File: config.mk
export PLATFORM = sky130hd
export DESIGN_NAME = lorenz_stepper_flat
export DESIGN_NICKNAME = d
export VERILOG_FILES = /design/src/rtl/lorenz_stepper_if.sv /design/src/rtl/lorenz_stepper.sv /design/src/flat_wrapper.sv
export SDC_FILE = /design/constraint.sdc
export NUM_CORES = 1
export LEC_CHECK = 0
export ABC_AREA = 1
export CAP_MARGIN = 20
export CELL_PAD_IN_SITES_DETAIL_PLACEMENT = 1
export CELL_PAD_IN_SITES_GLOBAL_PLACEMENT = 2
export CORE_MARGIN = 10
export CORE_UTILIZATION = 33
export DETAILED_ROUTE_END_ITERATION = 16
export PLACE_DENSITY = 0.88
export SETUP_SLACK_MARGIN = 0.4
export SLEW_MARGIN = 10
export SYNTH_ARGS = -nofsm -noshare
export SYNTH_HDL_FRONTEND = slang
export SYNTH_SLANG_ARGS = --single-unit
File: constraint.sdc
create_clock -name clk -period 6.7 [get_ports clk]
set_input_delay 1.34 -clock clk [delete_from_list [all_inputs] [get_ports clk]]
set_output_delay 1.34 -clock clk [all_outputs]
set_load 0.01 [all_outputs]
File: src/rtl/lorenz_stepper_if.sv
// Control/status bundle for the Lorenz stepper.
// The master drives the run request and seed state; the slave returns the trajectory.
interface lorenz_stepper_if #(
   parameter int WIDTH = 16,
   parameter int CNT_W = 16
);
   logic                    start;
   logic                    stop;
   logic signed [WIDTH-1:0] x0;
   logic signed [WIDTH-1:0] y0;
   logic signed [WIDTH-1:0] z0;
   logic [CNT_W-1:0]        n_steps;
   logic signed [WIDTH-1:0] x;
   logic signed [WIDTH-1:0] y;
   logic signed [WIDTH-1:0] z;
   logic                    valid;
   logic                    busy;
   logic                    done;
   logic                    sat_flag;

   modport master (
      output start, stop, x0, y0, z0, n_steps,
      input  x, y, z, valid, busy, done, sat_flag
   );

   modport slave (
      input  start, stop, x0, y0, z0, n_steps,
      output x, y, z, valid, busy, done, sat_flag
   );
endinterface

File: src/rtl/lorenz_stepper.sv
// Fixed-point forward-Euler integrator for the Lorenz system.
// One shared multiplier; a step takes four product cycles plus one commit.
module lorenz_stepper #(
   parameter int WIDTH    = 16,
   parameter int FRAC     = 8,
   parameter int DT_SHIFT = 6,
   parameter int SIGMA    = 2560,
   parameter int RHO      = 7168,
   parameter int BETA     = 683,
   parameter int CNT_W    = 16
) (
   input logic             clk,
   input logic             rst,
   lorenz_stepper_if.slave bus
);
   localparam int DW = WIDTH + 1;
   localparam int PW = 2 * WIDTH + 2;
   localparam int SW = PW + 2;

   localparam logic signed [WIDTH-1:0] SIG_Q = WIDTH'(SIGMA);
   localparam logic signed [WIDTH-1:0] RHO_Q = WIDTH'(RHO);
   localparam logic signed [WIDTH-1:0] BET_Q = WIDTH'(BETA);
   localparam logic signed [SW-1:0] MAXV =
      {{(SW-WIDTH+1){1'b0}}, {(WIDTH-1){1'b1}}};
   localparam logic signed [SW-1:0] MINV = ~MAXV;

   typedef enum logic [2:0] {
      IDLE, M0, M1, M2, M3, UPD
   } state_t;

   state_t state, state_nx;

   logic signed [WIDTH-1:0] xr, yr, zr;
   logic signed [PW-1:0]    p0, p1, p2, p3;
   logic [CNT_W-1:0]        cnt, nsr, cnt_inc;
   logic                    valid_r, done_r, sat_r;
   logic                    acc, fin;

   logic signed [DW-1:0]    xe, ye, ze, ma, mb;
   logic signed [PW-1:0]    prod, prod_sh;
   logic signed [SW-1:0]    dx, dy, dz, nx, ny, nz;
   logic signed [WIDTH-1:0] xn, yn, zn;
   logic                    cx, cy, cz;

   function automatic logic [WIDTH:0] clamp(
      input logic signed [SW-1:0] v
   );
      if (v > MAXV)
         return {1'b1, MAXV[WIDTH-1:0]};
      else if (v < MINV)
         return {1'b1, MINV[WIDTH-1:0]};
      else
         return {1'b0, v[WIDTH-1:0]};
   endfunction

   assign xe = {xr[WIDTH-1], xr};
   assign ye = {yr[WIDTH-1], yr};
   assign ze = {zr[WIDTH-1], zr};

   always_comb begin
      ma = '0;
      mb = '0;
      unique case (state)
         M0: begin
            ma = {SIG_Q[WIDTH-1], SIG_Q};
            mb = ye - xe;
         end
         M1: begin
            ma = xe;
            mb = {RHO_Q[WIDTH-1], RHO_Q} - ze;
         end
         M2: begin
            ma = xe;
            mb = ye;
         end
         M3: begin
            ma = {BET_Q[WIDTH-1], BET_Q};
            mb = ze;
         end
         IDLE, UPD: ;
      endcase
   end

   assign prod    = PW'(ma) * PW'(mb);
   assign prod_sh = prod >>> FRAC;

   // All three derivatives use the pre-step state, so commits are simultaneous.
   assign dx = SW'(p0);
   assign dy = SW'(p1) - SW'(yr);
   assign dz = SW'(p2) - SW'(p3);
   assign nx = SW'(xr) + (dx >>> DT_SHIFT);
   assign ny = SW'(yr) + (dy >>> DT_SHIFT);
   assign nz = SW'(zr) + (dz >>> DT_SHIFT);

   assign {cx, xn} = clamp(nx);
   assign {cy, yn} = clamp(ny);
   assign {cz, zn} = clamp(nz);

   assign cnt_inc = cnt + 1'b1;
   assign fin     = (nsr != '0) && (cnt_inc == nsr);
   assign acc     = (state == IDLE) && bus.start && !bus.stop;

   always_ff @(posedge clk or negedge rst) begin
      if (!rst)
         state <= IDLE;
      else
         state <= state_nx;
   end

   always_comb begin
      state_nx = state;
      unique case (state)
         IDLE: if (acc) state_nx = M0;
         M0:   state_nx = M1;
         M1:   state_nx = M2;
         M2:   state_nx = M3;
         M3:   state_nx = UPD;
         UPD:  state_nx = fin ? IDLE : M0;
      endcase
      if (state != IDLE && bus.stop)
         state_nx = IDLE;
   end

   always_ff @(posedge clk or negedge rst) begin
      if (!rst) begin
         xr      <= '0;
         yr      <= '0;
         zr      <= '0;
         p0      <= '0;
         p1      <= '0;
         p2      <= '0;
         p3      <= '0;
         cnt     <= '0;
         nsr     <= '0;
         valid_r <= 1'b0;
         done_r  <= 1'b0;
         sat_r   <= 1'b0;
      end else begin
         valid_r <= 1'b0;
         done_r  <= 1'b0;
         if (acc) begin
            xr    <= bus.x0;
            yr    <= bus.y0;
            zr    <= bus.z0;
            nsr   <= bus.n_steps;
            cnt   <= '0;
            sat_r <= 1'b0;
         end else if (!bus.stop) begin
            unique case (state)
               M0: p0 <= prod_sh;
               M1: p1 <= prod_sh;
               M2: p2 <= prod_sh;
               M3: p3 <= prod_sh;
               UPD: begin
                  xr      <= xn;
                  yr      <= yn;
                  zr      <= zn;
                  cnt     <= cnt_inc;
                  valid_r <= 1'b1;
                  done_r  <= fin;
                  sat_r   <= sat_r | cx | cy | cz;
               end
               IDLE: ;
            endcase
         end
      end
   end

   assign bus.x        = xr;
   assign bus.y        = yr;
   assign bus.z        = zr;
   assign bus.valid    = valid_r;
   assign bus.done     = done_r;
   assign bus.sat_flag = sat_r;
   assign bus.busy     = (state != IDLE);
endmodule

File: src/flat_wrapper.sv
// flat-port wrapper written by rule: the top's interface ports become plain ports
module lorenz_stepper_flat 
#(
   parameter int WIDTH    = 16,
   parameter int FRAC     = 8,
   parameter int DT_SHIFT = 6,
   parameter int SIGMA    = 2560,
   parameter int RHO      = 7168,
   parameter int BETA     = 683,
   parameter int CNT_W    = 16
)
  (clk, rst, bus_start, bus_stop, bus_x0, bus_y0, bus_z0, bus_n_steps, bus_x, bus_y, bus_z, bus_valid, bus_busy, bus_done, bus_sat_flag);
  lorenz_stepper_if #(.WIDTH(WIDTH), .CNT_W(CNT_W)) bus_i ();
  input logic clk;
  input logic rst;
  input wire logic [$bits(bus_i.start)-1:0] bus_start;
  input wire logic [$bits(bus_i.stop)-1:0] bus_stop;
  input wire logic [$bits(bus_i.x0)-1:0] bus_x0;
  input wire logic [$bits(bus_i.y0)-1:0] bus_y0;
  input wire logic [$bits(bus_i.z0)-1:0] bus_z0;
  input wire logic [$bits(bus_i.n_steps)-1:0] bus_n_steps;
  output wire logic [$bits(bus_i.x)-1:0] bus_x;
  output wire logic [$bits(bus_i.y)-1:0] bus_y;
  output wire logic [$bits(bus_i.z)-1:0] bus_z;
  output wire logic [$bits(bus_i.valid)-1:0] bus_valid;
  output wire logic [$bits(bus_i.busy)-1:0] bus_busy;
  output wire logic [$bits(bus_i.done)-1:0] bus_done;
  output wire logic [$bits(bus_i.sat_flag)-1:0] bus_sat_flag;
  assign bus_i.start = bus_start;
  assign bus_i.stop = bus_stop;
  assign bus_i.x0 = bus_x0;
  assign bus_i.y0 = bus_y0;
  assign bus_i.z0 = bus_z0;
  assign bus_i.n_steps = bus_n_steps;
  assign bus_x = bus_i.x;
  assign bus_y = bus_i.y;
  assign bus_z = bus_i.z;
  assign bus_valid = bus_i.valid;
  assign bus_busy = bus_i.busy;
  assign bus_done = bus_i.done;
  assign bus_sat_flag = bus_i.sat_flag;
  lorenz_stepper #(.WIDTH(WIDTH), .FRAC(FRAC), .DT_SHIFT(DT_SHIFT), .SIGMA(SIGMA), .RHO(RHO), .BETA(BETA), .CNT_W(CNT_W)) u_core (.clk(clk), .rst(rst), .bus(bus_i));
endmodule
# Word level (Yosys, flattened, before mapping)
# Cells that the tools add are included.
# W data, S select, Z words.
word_totals:
  reg_bits: 190
  latchBits: 0
  ram_bits: 0
  mem_bits_ro: 0
  inputBits: 68
  wordCells: 89
  memories: 0
op_classes:
  add_sub_neg: 8
  multipliers: 1
  n_div: 0
  n_lt_le_gt_ge: 6
  eq_ne: 8
  n_shift: 0
  muxes: 33
  bitwise: 5
  n_reduce_logical: 15
ops:
  columns: ["op", "count"]
  rows:
  - ["$mux W16", 12]
  - ["$gt A36 B16 Y1 const B", 3]
  - ["$lt A36 B16 Y1 const B", 3]
  - ["$mux W17", 6]
  - ["$pmux W17 S4", 1]
  - ["$pmux W17 S3", 1]
  - ["$add A16 B21 Y22", 2]
  - ["$mul A17 B17 Y34", 1]
  - ["$sub A26 B16 Y27", 1]
  - ["$sub A26 B26 Y27", 1]
  - ["$add A16 B20 Y21", 1]
  - ["$pmux W3 S6", 1]
  - ["$sub A14 B16 Y17 const A", 1]
  - ["$sub A16 B16 Y17", 1]
  - ["$add A16 B1 Y16 const B", 1]
  - ["$eq A16 B16 Y1", 1]
  - ["$reduce_bool A16 Y1", 1]
  - ["$reduce_and A3 Y1", 4]
  - ["$mux W1", 10]
  - ["$eq A3 B2 Y1 const B", 2]
  - ["$eq A3 B3 Y1 const B", 2]
  - ["$mux W3", 2]
  - ["$logic_and A1 B1 Y1", 4]
  - ["$eq A3 B1 Y1 const B", 1]
  - ["other kinds (10)", 13]

# Depth between registers and ports, before layout
# Gate-level depths: netlist (run 1).
depth:
  depth_word: 10
  ltp_mapped: 42

# Worst setup path after synthesis (run 1)
# No wires, ideal clock.
synth_path:
  kind: "register -> register"
  startpoint: "register u_core.yr[0] (netlist: u_core.bus.y[0])"
  endpoint: "register u_core.p3[25] (netlist name)"
  setup_time_ns: 0.122
  arrival_time_ns: 7.275
  required_ns: 6.578
  path_slack_ns: -0.697
  stages_incl_launch_ff: 31
  n_path_buf: 1
  synth_period_minus_slack_ns: 7.397
  path_cell_list: "dfrtp_1 > inv_1 > ha_1 > fa_1 > inv_1 > nand3_1 > nand2_1 > nand2_1 > nand2_1 > a21oi_1 > o21ai_1 > o21ai_0 > nand2_1 > clkbuf_1 > nand2_1 > fa_1 > inv_1 > fa_1 > fa_1 > inv_1 > fa_1 > fa_1 > fa_1 > inv_1 > ha_1 > a21oi_1 > nor3_1 > a2111oi_0 > nand3_2 > nand3_1 > o21ai_1"
synth_via:
  elab_chain_cells: 3
synth_rtl:
  columns: ["item", "line_no", "source"]
  rows:
  - ["start, declared", "lorenz_stepper.sv:33", "logic signed [WIDTH-1:0] xr, yr, zr;"]
  - ["start signal, assigned", "lorenz_stepper.sv:143", "yr <= bus.y0;"]
  - ["start signal, assigned", "lorenz_stepper.sv:156", "yr <= yn;"]
  - ["$sub A16 B16 Y17", "lorenz_stepper.sv:66", "mb = ye - xe;"]
  - ["$pmux W17 S4 *", "lorenz_stepper.sv:63", "unique case (state)"]
  - ["$mul A17 B17 Y34 *", "lorenz_stepper.sv:84", "assign prod = PW'(ma) * PW'(mb);"]
# Every way passes the cells marked *; elsewhere a longest branch is shown, timed or not.
# A chain may end at the register's enable or synchronous reset.

# Worst setup path after layout (run 1)
layout_path:
  startpoint: "register u_core.yr[0] (netlist: u_core.bus.y[0])"
  endpoint: "register u_core.p3[14]"
layout_via:
  elab_chain_cells: 3
layout_rtl:
  columns: ["item", "line_no", "source"]
  rows:
  - ["$sub A16 B16 Y17", "lorenz_stepper.sv:66", null]
  - ["$pmux W17 S4 *", "lorenz_stepper.sv:63", null]
  - ["$mul A17 B17 Y34 *", "lorenz_stepper.sv:84", null]
  - ["end signal, assigned", "lorenz_stepper.sv:153", "M3: p3 <= prod_sh;"]
  - ["end, declared", "lorenz_stepper.sv:34", "logic signed [PW-1:0] p0, p1, p2, p3;"]
# Marks and branches as above.

==> results of run 1 <==
-- sequential cells by signal, indices dropped and copies added, names as in the netlist --
| register | flops |
|---|---|
| u_core.bus.sat_flag | 1 |
| u_core.state | 3 |
| u_core.cnt | 16 |
| u_core.bus.done | 1 |
| u_core.bus.valid | 1 |
| u_core.p3 | 26 |
| u_core.bus.z | 16 |
| u_core.bus.x | 16 |
| u_core.p0 | 20 |
| u_core.bus.y | 16 |
| u_core.p2 | 26 |
| u_core.p1 | 26 |
| u_core.nsr | 16 |
-- final timing paths --
check	slack (ns)	startpoint	cells past startpoint	endpoint
setup / recovery	-0.70	u_core.bus.y[0]	36	u_core.p3[14]
hold / removal	0.50	u_core.p2[16]	2	u_core.p2[16]
setup reg to reg	-0.70	u_core.bus.y[0]	36	u_core.p3[14]
hold reg to reg	0.50	u_core.p2[16]	2	u_core.p2[16]
max in group asynchronous	4.43	rst	2	u_core.p0[15]
min in group asynchronous	0.96	rst	1	u_core.cnt[15]
-- critical path: cells and delay by family (launching register included) --
| family | cells | cell delay [ns] |
|---|---|---|
| adder cells (fa/ha/maj) | 9 | 3.86 |
| AND/OR/NAND/NOR | 11 | 1.08 |
| buffers and inverters | 9 | 0.99 |
| AO/OA/AOI/OAI | 7 | 0.92 |
| flip-flops | 1 | 0.38 |
-- cell families after synthesis --
group	after synthesis	synth area share, %
xor+xnor	103	3.30
simple gates	1733	26.9
buf+inv	781	11.0
flops	184	16.8
fa+ha+maj	501	30.8
compound gates	533	11.1
-- cells in the mapped netlist, types with 4 or more instances --
library cell,n,area share [%]
o21a_1,9,0.25
o21ai_1,33,0.60
o31ai_1,4,0.11
nand3_2,14,0.51
inv_2,20,0.27
o22ai_1,18,0.41
clkinv_1,9,0.12
a221oi_1,5,0.16
o211ai_1,4,0.11
inv_1,678,9.3
nor2_1,295,4.0
nand3b_1,13,0.36
a31oi_1,23,0.53
buf_6,6,0.25
nor2_2,24,0.55
a21o_1,28,0.77
nand2_2,34,0.78
fa_1,289,21
or2_1,4,0.091
nor4_1,7,0.16
a21oi_1,201,3.7
buf_2,12,0.22
or2_2,12,0.27
a21oi_4,4,0.24
xor2_1,62,2.0
nand2_1,1048,14
xnor2_1,41,1.3
nor3_1,37,0.68
a211oi_1,5,0.14
a21boi_0,5,0.14
nand4_1,37,0.85
ha_1,212,9.7
nor3_2,4,0.15
and2_1,5,0.11
nand3_1,185,3.4
o21bai_1,15,0.41
dfrtp_1,184,17
o21ai_0,166,3.0
buf_1,4,0.055
clkbuf_1,48,0.66
-- per-layer routing --
| metal | global-route usage [%] | part of all wire (%) |
|---|---|---|
| met4 | 10.6 | 5.5 |
| met2 | 41.5 | 48 |
| met5 | 0 | 0.023 |
| met1 | 30.8 | 41 |
| met3 | 3.03 | 5.1 |
-- power groups by stage --
stage / combinational (W) / sequential [W] / clock [W]
final: 0.0119 / 0.00170 / 0.00116
after global routing: 0.0130 / 0.00172 / 0.00121
after floorplan: 0.00690 / 0.00169 / 0
after CTS: 0.0114 / 0.00169 / 0.00117
after detailed placement: 0.0107 / 0.00170 / 0
after global placement: 0.0105 / 0.00169 / 0
-- final cells by class --
cell class	count	area [um2]
flip-flops and latches	184	4610
well taps	1070	1340
multi-input cells	2870	22100
inverters	708	2700
fillers	9965	45800
repair buffers	551	4970
clock buffers	17	425
clock inverters	15	231
-- metrics by stage --
stage	setup TNS, ns	util [%]	std cells	total power, W	hold WS (ns)
3_5_place_dp	-45.84	40.3	5300	0.0124	0.472
6_report	-47.59	44.3	5415	0.0147	0.497
5_1_grt	-69.39	44.3	5415	0.0159	0.516
3_3_place_gp	-34.56	40.3	5300	0.0122	0.468
4_1_cts	-25.65	43.0	5383	0.0142	0.496
2_1_floorplan	0	-	3835	0.00859	0.446
-- repair_timing --
item                                    4_1_cts  5_1_grt
gates cloned                                  2        0
buffers inserted                             49       31
endpoints found under the setup margin       95       95
gates resized for setup                     328      192
pin swaps                                   144      143
==> results.ini, run 1 <==
[outcome]
status = complete, but fails checks
violations = negative setup slack

[pwr]
clock_power_share_pct = 7.9
pwr-share-comb_pct = 80.6
p_leak_nw = 18.6
switching_share_pct = 56.4
power-per-cell-area_mw_per_mm2 = 405
seq_power_share_pct = 11.6
vdd_drop_max_mv = 0.234
intPower_w = 0.00641
net-switching-power_w = 0.00831

[layout]
n_antenna_cell = 0
mostFrequentLayoutCells = nand2_1 (946), inv_1 (601), buf_4 (365), fa_1 (259), nor2_1 (258)
drive_gt1_share_pct = 23.9
fin_nets = 4901
mostFrequentLayoutCell = nand2_1
area_delta_synth_final_pct = 32.8
postLayoutCellArea_mm2 = 0.0363

[floorplanning]
std_cell_rows = 105
ios = 120
dieHeight_um = 308
fp.coreArea_mm2 = 0.0821
die_w_um = 308
dieArea_mm2 = 0.0948
start_util_pct = 33.3

[placed_design]
numPortBuffers = 119
finalWeightedCongestion = 0.978
dp_hpwl_um = 95000
place_area_mm2 = 0.0331
pre_cts_slack_ns = -0.699

[worst_setup_path]
critPathMaxFanout = 6
slowest_delay_ns = 0.58
crit_slowest_cell = fa_2
crit_path_end_kind = flip-flop
critPathMostFrequentCell = nand2_2
crit_type = flip-flop to flip-flop
startpoint_type = flip-flop
arrival_ns = 7.74
cp.required_ns = 7.05

[sta]
drv_slew = 0
max_freq_ghz = 0.135
hold_violations = 0
timing.clock.skew_ns = 0.0272
max_slew_margin_pct = 28.7
setup_viol = 89
min_period_over_period_pct = 110
layout_min_cycle_time_ns = 7.40
rsz0062_at_grt = true
worstMarginPinSlew_ns = 1.07
timing.final.ws_setup_ns = -0.698

[global_route]
grt_pass1_vias = 30354
grt_pass1_wl_um = 179000
grt-ovfl-total = 0
antenna_found_initial = 3
grt_max_degree = 111
gr-usage-all-layers_pct = 24.4

[yosys]
syn_inst = 3835
ys.flop_type = dfrtp_1
synth.distinct_cells = 62
synth-seq-cells = 184
synth_edf_count = 0
syn_nets = 4404
avgSynthCellArea_um2 = 7.13
ys_seq_area_share_pct = 16.8
yosys_warnings = 0
synth_area_mm2 = 0.0274
async_flop_share_pct = 100

[clocking]
numCtsBuffers = 17
insertion_delay_ns = 0.48
cts_buffer_depth = 2
cts_sinks = 184
ctsHoldBuffers = 0
cts_root_buf = clkbuf_16
clkTransAtPathRegs_ns = 0.09
htreeDepth = 4
cts_tree = built

[min_path]
hold_class = flip-flop to flip-flop

[drt]
drcViolationCount = 0
route.detailed.wl_per_inst_um = 22.5
first_pass_iters = 5
wirelength_um = 122000
vias = 28461
dr.first_iter.drc_count = 1891
via_per_inst = 5.26
ant_nets = 0

[flow_run]
maxCapViolations = 0

(Power assumes the default switching activity.)
==> run 2: changes to the inputs <==
- ABC_AREA: 1 -> unset
- ABC_CLOCK_PERIOD_IN_PS: unset -> 6700
- CORE_UTILIZATION: 33 -> 35
- SLEW_MARGIN: 10 -> unset
==> run 2 against run 1 <==
The flow still finishes with violations (negative setup slack); synthesized area fell by 9.9%; sequential cell count unchanged; synthesized cell count down 23%; final area is 11% lower; via count decreased by 18%; highest routed layer is now met4.
==> results.ini, run 2 <==
[floorplanning]
ios = 120
die_w_um = 285
fp.coreArea_mm2 = 0.0699
std_cell_rows = 97
dieHeight_um = 285
start_util_pct = 35.2
dieArea_mm2 = 0.0814

[yosys]
syn_nets = 3509
async_flop_share_pct = 100
synth_area_leaders = fa_1 (23%), dfrtp_1 (19%), ha_1 (11%)
syn_inst = 2940
yosysMostFrequentCell = nand2_1
avgSynthCellArea_um2 = 8.38
synthTopCellsByCount = nand2_1 (440), inv_1 (380), fa_1 (289)
synth_edf_count = 0
synth.largest_area_cell = fa_1
synth_area_mm2 = 0.0246
synth-seq-cells = 184
yosys_warnings = 0
synth_top_cell_area_share_pct = 23.5
ys.flop_type = dfrtp_1
ys_seq_area_share_pct = 18.7
synth.distinct_cells = 83

[sta]
holdWs_ns = 0.486
min_period_over_period_pct = 122
timing.final.ws_setup_ns = -1.46
setup_viol = 89
max_freq_ghz = 0.123
worstMarginPinSlew_ns = 1.03
layout_min_cycle_time_ns = 8.16
drv_slew = 0
rsz0062_at_grt = true
max_slew_margin_pct = 30.9
timing.clock.skew_ns = 0.0184
hold_violations = 0

[global_route]
gr-usage-all-layers_pct = 22.3
grt_pass1_vias = 25266
grt_max_degree = 72
grt-ovfl-total = 0
grt_pass1_wl_um = 144000
antenna_found_initial = 0

[clocking]
cts_tree = built
numCtsBuffers = 17
clkTransAtPathRegs_ns = 0.08
cts_sinks = 184
insertion_delay_ns = 0.48
cts_buffer_depth = 2
htreeDepth = 4
cts_root_buf = clkbuf_16

[pwr]
clock_power_share_pct = 6.5
p_total_w = 0.0170
pwr-share-comb_pct = 82.9
switching_share_pct = 52.1
power-per-cell-area_mw_per_mm2 = 527
intPower_w = 0.00812
seq_power_share_pct = 10.6
p_leak_nw = 15.3
vdd_drop_max_mv = 0.369
net-switching-power_w = 0.00885

[placed_design]
finalWeightedCongestion = 0.916
dp_hpwl_um = 74100
pre_cts_slack_ns = -1.42
numPortBuffers = 119
placed_cells = 4295

[layout]
seq_area_mm2 = 0.00461
multiInputGateArea_mm2 = 0.0194
final_cells = 4376
utilization_pct = 46.1
mostFrequentLayoutCells = nand2_1 (415), buf_4 (392), inv_1 (348), fa_1 (266), nor2_1 (225)
n_antenna_cell = 0
mostFrequentLayoutCell = nand2_1
reg_top3 = u_core.p1 (26), u_core.p2 (26), u_core.p3 (26)
drive_gt1_share_pct = 21.6
fin_nets = 3992
area_delta_synth_final_pct = 30.8
final.fill_count = 8323

[worst_setup_path]
critPathMostFrequentCell = fa_1
r2r_slack_ns = -1.46
crit_type = flip-flop to flip-flop
critPathMaxFanout = 3
arrival_ns = 8.49
slowest_delay_ns = 0.53
crit_path_end_kind = flip-flop
crit_slowest_cell = fa_1
startpoint_type = flip-flop
cp.required_ns = 7.03

[min_path]
hold_class = flip-flop to flip-flop

[drt]
dr.first_iter.drc_count = 1551
drcViolationCount = 0
ant_nets = 0
vias = 23454
route.detailed.wl_per_inst_um = 21.4
via_per_inst = 5.36
first_pass_iters = 5
wirelength_um = 93500

[outcome]
status = complete, but fails checks
violations = negative setup slack

[flow_run]
maxCapViolations = 0

## run 2: cell types whose count changed after synthesis, moves of 25 or more
cell      before  now
nand2_1     1048  440
inv_1        678  380
clkbuf_1      48   83
nor2b_1        0   25
xnor2_1       41   95
nand3_1      185   47
nor2_1       295  236
a21o_1        28   61
o21ai_0      166  218
nand2b_1       0   40
a21oi_1      201  145
nand2_2       34    0
## run 2: layout make-up
type                            instances  share of cell area [%]
Multi-Input combinational cell       2272                    60.3
Timing Repair Buffer                  568                    15.4
Sequential cell                       184                    14.3
Inverter                              380                    4.43
Tap cell                              940                    3.65
Clock buffer                           18                    1.36
Clock inverter                         14                   0.559
## run 2: worst paths after layout
path / start / endpoint / cells past startpoint
worst max-delay path: u_core.bus.x[1] / u_core.p1[20] / 34
worst min-delay path: u_core.p3[4] / u_core.p3[4] / 2
worst max register to register: u_core.bus.x[1] / u_core.p1[20] / 34
worst min register to register: u_core.p3[4] / u_core.p3[4] / 2
max in group asynchronous: rst / u_core.bus.x[1] / 2
min in group asynchronous: rst / u_core.p0[16] / 1
## run 2: cell families (layout without fill, tap and decap cells)
logic type	count (synthesis)	in the layout	share of synthesized area [%]
and+or+nand+nor	962	963	17.6
AOI/OAI and AO/OA	654	654	16.6
adders and majority gates	501	501	34.2
buffers and inverters	485	980	7.41
DFF	184	184	18.7
xor gates and xnor gates	145	145	5.15
muxes	9	9	0.381
## run 2: what timing repair did
action | in CTS | in global routing
pin swaps | 138 | 54
hold buffers | 0 | 0
resized for setup | 164 | 94
buffers inserted | 27 | 19
gates cloned | 2 | 0
endpoints found under the setup margin | 98 | 122
## run 2: power by group through the flow
stage / sequential [W] / combinational [W] / clock, W
after floorplan: 0.00180 / 0.00847 / 0
after global placement: 0.00179 / 0.0127 / 0
after detailed placement: 0.00180 / 0.0130 / 0
after CTS: 0.00179 / 0.0136 / 0.00112
after global routing: 0.00184 / 0.0154 / 0.00116
final: 0.00180 / 0.0141 / 0.00110
## run 2: layer usage
layer	up-vias	wire, um	GRT usage [%]	part of all wire [%]
li1	10720	-	-	-
met1	11929	40600	29.3	43
met2	641	44900	37.5	48
met3	164	4970	3.49	5.3
met4	0	2990	6.76	3.2
met5	-	0	0	0
## run 2: metrics by stage
step | TNS (ns) | cell area [um2]
after floorplan | -30.76 | 25100
after global routing | -122.11 | 32200
after global placement | -84.43 | 30200
after detailed placement | -97.52 | 30200
final | -101.49 | 32200
after CTS | -76.11 | 31700
## run 2: critical path: cells and delay by family (launching register included)
kind / cells / cell delay (ns)
and+or+nand+nor: 5 / 0.86
muxes: 1 / 0.27
DFF: 1 / 0.44
adders and majority gates: 8 / 3.37
buffers and inverters: 6 / 0.55
AOI/OAI and AO/OA: 13 / 2.27
xor gates and xnor gates: 1 / 0.26
